$ cat src/rtl/mem_access_ctrl.sv
// Memory-stage access controller: request/ack transactions, watchdog timeout and HALT dump.
// Optional feature: define MEM_ALIGN_CHECK_EN to reject odd-address accesses without a memory request.
module mem_access_ctrl #(
  parameter int TIMEOUT = 255
) (
  input  logic        clk,
  input  logic        rst,
  input  logic        valid,
  input  logic        e_mem,
  input  logic        wr_mem,
  input  logic        cd,
  input  logic [15:0] addr,
  input  logic [15:0] wdata,
  output logic        stall,
  output logic [15:0] rdata,
  output logic        err,
  output logic        halted,
  output logic        mem_req,
  output logic        mem_wr,
  output logic        mem_dump,
  output logic [15:0] mem_addr,
  output logic [15:0] mem_wdata,
  input  logic        mem_ack,
  input  logic [15:0] mem_rdata
);

  typedef enum logic [2:0] {
    S_IDLE,
    S_BUSY,
    S_DUMP,
    S_RESP,
    S_HALT
  } state_t;

  // The counter is cleared on accept, so the last allowed BUSY cycle sees TIMEOUT-1.
  localparam logic [7:0] CNT_LAST = 8'(TIMEOUT - 1);

  state_t      state_q, state_d;
  logic [7:0]  cnt_q, cnt_d;
  logic [15:0] rdata_q, rdata_d;
  logic        err_q, err_d;
  logic        halted_q, halted_d;
  logic        mem_req_q, mem_req_d;
  logic        mem_wr_q, mem_wr_d;
  logic        mem_dump_q, mem_dump_d;
  logic [15:0] mem_addr_q, mem_addr_d;
  logic [15:0] mem_wdata_q, mem_wdata_d;
  logic        start;
  logic        misalign;

  assign start = valid & (e_mem | cd);

`ifdef MEM_ALIGN_CHECK_EN
  assign misalign = addr[0];
`else
  assign misalign = 1'b0;
`endif

  always_ff @(posedge clk) begin
    if (rst) begin
      state_q     <= S_IDLE;
      cnt_q       <= 8'd0;
      rdata_q     <= 16'd0;
      err_q       <= 1'b0;
      halted_q    <= 1'b0;
      mem_req_q   <= 1'b0;
      mem_wr_q    <= 1'b0;
      mem_dump_q  <= 1'b0;
      mem_addr_q  <= 16'd0;
      mem_wdata_q <= 16'd0;
    end else begin
      state_q     <= state_d;
      cnt_q       <= cnt_d;
      rdata_q     <= rdata_d;
      err_q       <= err_d;
      halted_q    <= halted_d;
      mem_req_q   <= mem_req_d;
      mem_wr_q    <= mem_wr_d;
      mem_dump_q  <= mem_dump_d;
      mem_addr_q  <= mem_addr_d;
      mem_wdata_q <= mem_wdata_d;
    end
  end

  always_comb begin
    state_d     = state_q;
    cnt_d       = cnt_q;
    rdata_d     = rdata_q;
    err_d       = 1'b0;
    halted_d    = halted_q;
    mem_req_d   = mem_req_q;
    mem_wr_d    = mem_wr_q;
    mem_dump_d  = mem_dump_q;
    mem_addr_d  = mem_addr_q;
    mem_wdata_d = mem_wdata_q;
    stall       = 1'b0;

    case (state_q)
      S_IDLE: begin
        if (start) begin
          stall = 1'b1;
          // HALT decodes with e_mem also set, so cd must be tested first.
          if (cd) begin
            state_d    = S_DUMP;
            mem_dump_d = 1'b1;
          end else begin
            mem_addr_d  = addr;
            mem_wdata_d = wdata;
            mem_wr_d    = wr_mem;
            cnt_d       = 8'd0;
            if (misalign) begin
              state_d = S_RESP;
              rdata_d = 16'd0;
              err_d   = 1'b1;
            end else begin
              state_d   = S_BUSY;
              mem_req_d = 1'b1;
            end
          end
        end
      end

      S_BUSY: begin
        stall = 1'b1;
        // An ack in the final allowed cycle takes precedence over the timeout.
        if (mem_ack) begin
          if (!mem_wr_q) begin
            rdata_d = mem_rdata;
          end
          state_d   = S_RESP;
          mem_req_d = 1'b0;
        end else if (cnt_q == CNT_LAST) begin
          rdata_d   = 16'd0;
          err_d     = 1'b1;
          state_d   = S_RESP;
          mem_req_d = 1'b0;
        end else begin
          cnt_d = cnt_q + 8'd1;
        end
      end

      S_DUMP: begin
        stall = 1'b1;
        if (mem_ack) begin
          state_d    = S_HALT;
          mem_dump_d = 1'b0;
          halted_d   = 1'b1;
        end
      end

      S_RESP: begin
        state_d = S_IDLE;
      end

      S_HALT: begin
        stall = 1'b1;
      end

      default: begin
        state_d = S_IDLE;
      end
    endcase
  end

  assign rdata     = rdata_q;
  assign err       = err_q;
  assign halted    = halted_q;
  assign mem_req   = mem_req_q;
  assign mem_wr    = mem_wr_q;
  assign mem_dump  = mem_dump_q;
  assign mem_addr  = mem_addr_q;
  assign mem_wdata = mem_wdata_q;

endmodule

$ cat config.mk
export PLATFORM = sky130hd
export DESIGN_NAME = mem_access_ctrl
export DESIGN_NICKNAME = d
export VERILOG_FILES = /design/src/rtl/mem_access_ctrl.sv
export SDC_FILE = /design/constraint.sdc
export NUM_CORES = 1
export LEC_CHECK = 0
export CAP_MARGIN = 25
export CORE_MARGIN = 1
export CORE_UTILIZATION = 42
export DETAILED_ROUTE_END_ITERATION = 12
export PLACE_DENSITY_LB_ADDON = 0.2
export SYNTH_ARGS = -nofsm -noshare
export SYNTH_HDL_FRONTEND = slang
export SYNTH_SLANG_ARGS = --single-unit
$ cat constraint.sdc
create_clock -name clk -period 2.16 [get_ports clk]
set_input_delay 0.432 -clock clk [delete_from_list [all_inputs] [get_ports clk]]
set_output_delay 0.432 -clock clk [all_outputs]
set_load 0.01 [all_outputs]
=== Word level (Yosys, flattened, before mapping) ===
Index checks and enable logic that the tools add are counted.

* Reduce and logical (&&, ||, !) cells: 13
* Bitwise gates (word level): 5
* Multiplexer cells: 26
* Eq/ne operators: 12
* $add $sub $neg: 1

{| class="wikitable"
|+ Operators by type and width
! cell !! number
|-
| $mux W16 || 3
|-
| $mux W8 || 4
|-
| $pmux W8 S2 || 1
|-
| $ne A2 B2 Y1 const B || 7
|-
| $mux W3 || 4
|-
| $pmux W3 S4 || 1
|-
| $reduce_and A4 Y1 || 3
|-
| $mux W1 || 9
|-
| $add A8 B1 Y8 const B || 1
|-
| $eq A8 B8 Y1 const B || 1
|-
| $pmux W1 S2 || 3
|-
| $reduce_and A3 Y1 || 2
|-
| $reduce_bool A2 Y1 || 3
|-
| $reduce_or A3 Y1 || 2
|-
| $reduce_and A5 Y1 || 1
|-
| $eq A3 B1 Y1 const B || 1
|-
| $eq A3 B2 Y1 const B || 1
|-
| $eq A3 B3 Y1 const B || 1
|-
| $logic_not A3 Y1 || 1
|-
| $ne A3 B3 Y1 const B || 1
|-
| $not A1 Y1 || 3
|-
| $mux W2 || 1
|-
| $reduce_and A2 Y1 || 1
|-
| $and A1 B1 Y1 || 1
|-
| $or A1 B1 Y1 || 1
|}

* Output and inout bits: 54
* Flip-flop bits (word level): 64
* Word-level logic and storage cells: 67
* Input port bits: 55

=== Longest topological paths before layout ===
Gate-level depths: netlist of run 1.

* Word-level depth: 4
* Gate-level depth with buffers: 7
* Mapped depth without buffers: 6

=== Least setup slack after synthesis of run 1 ===
OpenSTA, ideal clock, no wires.

* Path type: reg-to-reg
* From: reg cnt_q[0]
* To: reg rdata_q[10], in the netlist rdata[10]
* Data required time: 2,043 ps
* Slack: 489 ps
* Data arrival time: 1,554 ps
* Buffers on the path: 1
* Cell stages (with the launch flop): 8
* Library setup time: 117 ps
* Path through: dfxtp_1 -> inv_1 -> ha_1 -> nand3_1 -> o31ai_1 -> a21oi_2 -> buf_2 -> a22o_1

* Longest elaborated chain between the ends: 3

{| class="wikitable"
|+ Ends and longest elaborated chain
! element !! RTL line !! RTL
|-
| start: declaration || 39 || <nowiki>logic [7:0] cnt_q, cnt_d;</nowiki>
|-
| start signal: assignment || 73 || <nowiki>cnt_q <= cnt_d;</nowiki>
|-
| $eq A8 B8 Y1 || 132 || <nowiki>end else if (cnt_q == CNT_LAST) begin</nowiki>
|-
| $reduce_bool A2 Y1 (no source line) || -- ||
|-
| $reduce_and A3 Y1 (no source line) || -- ||
|-
| end signal: assignment || 74 || <nowiki>rdata_q <= rdata_d;</nowiki>
|-
| end: declaration || 40 || <nowiki>logic [15:0] rdata_q, rdata_d;</nowiki>
|}

No other way between the ends.
A chain may end at the register's enable or synchronous reset.

=== Worst setup path after layout of run 1 ===
* From: reg state_q[2]
* To: out stall

* Longest elaborated chain between the ends: 3

{| class="wikitable"
|+ Ends and longest elaborated chain
! element !! RTL line !! RTL
|-
| start: declaration || 38 || <nowiki>state_t state_q, state_d;</nowiki>
|-
| start signal: assignment || 72 || <nowiki>state_q <= state_d;</nowiki>
|-
| $eq A3 B2 Y1, or another cell as far along || 98 || <nowiki>case (state_q)</nowiki>
|-
| $reduce_or A3 Y1 (no source line) || -- ||
|-
| $pmux W1 S2 (*) || 98 ||
|-
| end: declaration || 14 || <nowiki>output logic stall,</nowiki>
|}

Mark *: on every way between the ends. The rest lies on a longest branch, timed or not.

==> metrics.txt, run 1 <==
initial core utilization 44.5%; post-detail-place hpwl 4.66 mm; Setup crit start kind flop; Area growth syn-to-layout 55.5%; kind of critical path flop to primary output; yosys warns 0; Hold Path Class flop to flop; first-pass GRT wire length 10.5 mm; post-synth top area cell dfxtp_1; Avg WL per Cell 13.8 um; CTS Buf Count 9; clock slew at reported path FFs 70 ps; max-slew violations 0; Sink Count 64; status complete, no violations; hold_buf cts 0; Die Wd 79.1 um; Setup Skew 9.31 ps; fraction of layout cells with a size suffix above 1 9.37%; Pwr Total 2.62 mW; initial antenna violation count 0; final core occ 69.2%; Setup violations, final 0; final critical-path required period 1930 ps; H-tree lvl count 3; num ports 109; DRT iter0 DRCs 94; worst-path fanout max 6; sequential-to-total area share from yosys stat 51.3%; Core ar. 5610 um2; Core Rows 27; leakage 1.42 nW; top cells by area, synth dfxtp_1 (51%), nand2_1 (11%), a21oi_1 (8.2%), a22o_1 (5.6%), clkbuf_1 (1.4%); CP arrival 1490 ps; ANT nets after route 0; vias in the first global route 2298; period utilization 89.1%; unique cell type count in the Yosys netlist 46; clock root buffer clkbuf_8; drt via density 5.11; CTS tree built; Clock Latency Late Sink 340 ps; Fmax 519 MHz; top-area cell type share of the netlist area 51.3%; number of cells produced by synthesis 277; Post-synth EDFFs 0; Antenna diodes 0; Slew @ Worst Pin 732 ps; drt first pass iters 4; pin count of the biggest net entering global routing 35; die area 6260 um2; MaxCap Viol Count 0; Fin. Hold Viols 0; drt drc 0; Data required, critical path 1730 ps; syn_nets 334; asr flop ratio synth 0%; total number of vias 2387; Most used DFF post-synth dfxtp_1; Detailed Route WL 6.43 mm; GRT Util Overall 21.8%; cell area after synthesis 2500 um2; worst vdd ir 576 uV; GP Congestion 0.815; syn avg cell area 9.01 um2; chip height 79.1 um; RSZ-0062 raised after global routing false; Port Buffers 108; nets@finish 447; P per Cell Area 674 nW/um2; Slew headroom 51.2%; Clock Path Buffers 2; total global routing overflow 0; CP endpoint kind primary output; Seq cells post-synth 64
## where the power goes
part	leakage, nW	internal (mW)	total [mW]	switching [mW]
Clock	0.0989	0.568	1.04	0.474
Combinational	0.803	0.193	0.333	0.140
Sequential	0.519	1.22	1.24	0.0264
Total	1.42	1.98	2.62	0.640
## placed cells by master (no fill, tap or decap), types with 2 or more instances in the layout
cell,instances
a21o_1,2
a21oi_1,41
a22o_1,16
a31oi_1,2
and4b_1,2
buf_4,9
clkbuf_8,10
clkdlybuf4s50_1,107
clkinvlp_4,2
dfxtp_1,62
dfxtp_2,2
ha_1,2
inv_1,4
mux2i_1,2
nand2_1,73
nand2b_1,4
nand3_1,6
nor2_1,6
nor2b_1,2
nor3_1,3
o2111ai_1,3
o21ai_0,3
o21ai_1,2
## Yosys cell counts, types with 3 or more instances
master,n
clkbuf_1,9
buf_4,4
a21oi_1,41
nand3_1,6
o2111ai_1,3
nand2_1,73
o21ai_0,3
nor2_1,6
nand2b_1,4
dfxtp_1,64
a22o_1,16
nor3_1,3
inv_1,4
## flip-flops by register name, summed over array words and instances (netlist names)
name	flops
err	1
mem_addr	16
cnt_q	8
rdata	16
mem_req	1
mem_dump	1
state_q	3
mem_wdata	16
mem_wr	1
halted	1
## final timing paths
| check | startpoint | endpoint | slack, ps | depth (start not counted) |
|---|---|---|---|---|
| worst max-delay path | state_q[2] | stall | 230 | 3 |
| worst min-delay path | mem_addr[4] | mem_addr[4] | 450 | 2 |
| worst max register to register | cnt_q[0] | rdata[2] | 390 | 6 |
| worst min register to register | mem_addr[4] | mem_addr[4] | 450 | 2 |
## metal layers
metal / global-route usage, % / share of wire [%]
met1: 24.6 / 42
met3: 10.2 / 11
met5: 0 / 0
met4: 8.00 / 1.5
met2: 35.7 / 46
## through the flow
stage                     hold WS, ps  setup TNS, ps  worst slack, ps  std cells  instance area (um2)
after floorplan                   443              0              489        277                 2500
after global placement            441              0             55.0        451                 3680
after detailed placement          446          -21.2            -21.2        451                 3680
after CTS                         455              0              216        467                 3880
after global routing              474              0              118        467                 3880
final                             453              0              235        467                 3880
## cell families after synthesis
| logic type | count (synthesis) | share of synthesized area (%) |
|---|---|---|
| AOI/OAI and AO/OA | 82 | 22.5 |
| buffers and inverters | 20 | 3.76 |
| DFF | 64 | 51.3 |
| and+or+nand+nor | 105 | 19.8 |
| adders and majority gates | 3 | 1.40 |
| muxes | 3 | 1.25 |
## timing repair
item	CTS	global route
setup buffers	0	0
endpoints found under the setup margin	1	0
gates resized for setup	3	0
## cell type report
class,count,area (um2)
well taps,72,90.1
flip-flops and latches,64,1280
multi-input cells,193,1120
clock inverters,6,67.6
fillers,455,1730
repair buffers,118,1170
clock buffers,10,138
inverters,4,15.0
## critical path, cell delays in order, from the launching register on
cell and delay (ps):
dfxtp_1 390, nor3_2 370, a21oi_1 100, dlygate4sd2_1 300
Note: power is estimated with default switching activity, not from simulation.
==> inputs of run 2 (changes only) <==
Settings changed: CORE_ASPECT_RATIO from default to 1.5, REMOVE_ABC_BUFFERS from default to 1.
==> run 2 against run 1 <==
  * Combinational power barely moved
  * Register-to-register slack barely moved
  * Flip-flop and latch count did not move
==> metrics.txt, run 2 (synthesis results as in run 1) <==
leakage 1.43 nW (+0.42%); Fin. Hold Viols 0 (unchanged); most common cell after layout, fill and taps aside clkdlybuf4s50_1; Setup violations, final 0 (unchanged); fraction of layout cells with a size suffix above 1 8.67% (-0.69 points); status complete, no violations; GP Congestion 0.857 (+5.1%); DRT iter0 DRCs 152 (+62%); Die Wd 64.9 um (-18%); die area 6260 um2 (+0.11%); Data required, critical path 1730 ps (about the same); Port Buffers 108 (unchanged); Hold WS 454 ps (+0.810 ps); post-detail-place hpwl 4.57 mm (-2.1%); CP arrival 1500 ps (about the same); total number of vias 2386 (-0.042%); pin count of the biggest net entering global routing 34 (-2.9%); Setup Skew 9.45 ps (+0.147 ps); Pwr Total 2.70 mW (+3.1%); num ports 109 (unchanged); Core Rows 34 (+26%); CTS Buf Count 9 (unchanged); H-tree lvl count 3 (unchanged); drt drc 0 (unchanged); worst-path fanout max 8 (+2); hold_buf cts 0 (unchanged); clock slew at reported path FFs 70 ps (about the same); Detailed Route WL 6.55 mm (+1.8%); max-slew violations 0 (unchanged); drt via density 5.14 (+0.60%); Avg WL per Cell 14.1 um (+2.4%); final setup TNS 0 ps (unchanged); total global routing overflow 0 (unchanged); first-pass GRT wire length 10.1 mm (-3.5%); Antenna diodes 0 (unchanged); initial antenna violation count 0 (unchanged); Hold Path Class flop to flop; setup bufs post-CTS 0 (unchanged); clock root buffer clkbuf_8; Clock Latency Late Sink 340 ps (about the same); nets@finish 444 (-0.67%); final critical-path required period 1930 ps (+9.28 ps); Clock Path Buffers 2 (unchanged); drt first pass iters 4 (unchanged); Core ar. 5790 um2 (+3.2%); GRT Util Overall 21.5% (-0.29 points); CTS tree built; Setup crit start kind flop; Slew headroom 51.2% (about the same); vias in the first global route 2165 (-5.8%); kind of critical path flop to primary output; Slew @ Worst Pin 732 ps (-0.107 ps); Area growth syn-to-layout 55.7%; Sink Count 64 (unchanged); RSZ-0062 raised after global routing false; Fmax 517 MHz (-0.48%); worst vdd ir 442 uV (-23%); ANT nets after route 0 (unchanged); MaxCap Viol Count 0 (unchanged); initial core utilization 43.1% (-1.4 points); CP endpoint kind primary output; P per Cell Area 694 nW/um2 (+3.0%); chip height 96.4 um (+22%); period utilization 89.6% (+0.43 points); commonest non-fill, non-tap cells in the layout clkdlybuf4s50_1 (107), nand2_1 (73), dfxtp_1 (62)
-- run 2: what timing repair did --
action | 4_1_cts | 5_1_grt
resized for setup | 3 | 0
endpoints found under the setup margin | 1 | 0
hold endpoints to repair | 0 | 0
-- run 2: power by group --
part           internal [mW]  switching, mW  leakage [nW]
sequential              1.22         0.0259         0.519
clock                  0.651          0.475         0.113
combinational          0.192          0.139         0.795
total                   2.06          0.640          1.43
-- run 2: layout make-up --
class / count / area [um2]
Fill cell: 490 / 1900
Sequential cell: 64 / 1280
Timing Repair Buffer: 115 / 1160
Multi-Input combinational cell: 193 / 1120
Clock buffer: 9 / 124
Clock inverter: 7 / 96.3
Tap cell: 72 / 90.1
Inverter: 4 / 15.0
-- run 2: path summary, 6_finish.rpt --
| kind | endpoint | cells after the start | from | slack (ps) |
|---|---|---|---|---|
| max | stall | 3 | state_q[0] | 230 |
| min | mem_addr[1] | 2 | mem_addr[1] | 450 |
| max reg2reg | rdata[7] | 6 | cnt_q[0] | 400 |
| min reg2reg | mem_addr[1] | 2 | mem_addr[1] | 450 |
-- run 2: layer usage --
metal | up-vias | wire, um | track usage, %
met5 | - | 0 | 0
met4 | 0 | 222 | 13.9
met3 | 20 | 372 | 4.46
met2 | 78 | 3310 | 35.1
met1 | 1101 | 2640 | 25.4
li1 | 1187 | - | -
-- run 2: worst max-delay path: stages, from the launching register on --
cell and delay (ps):
dfxtp_1 390, nor3_2 380, a21oi_1 110, dlygate4sd2_1 300
-- run 2: through the flow --
stage | setup slack [ps] | cell area (um2) | std cells | util (%)
2_1_floorplan | 165 | 2420 | 261 | -
3_3_place_gp | 38.0 | 3670 | 448 | 63.4
3_5_place_dp | 29.1 | 3670 | 448 | 63.4
4_1_cts | 208 | 3890 | 464 | 67.2
5_1_grt | 114 | 3890 | 464 | 67.2
6_report | 225 | 3890 | 464 | 67.2
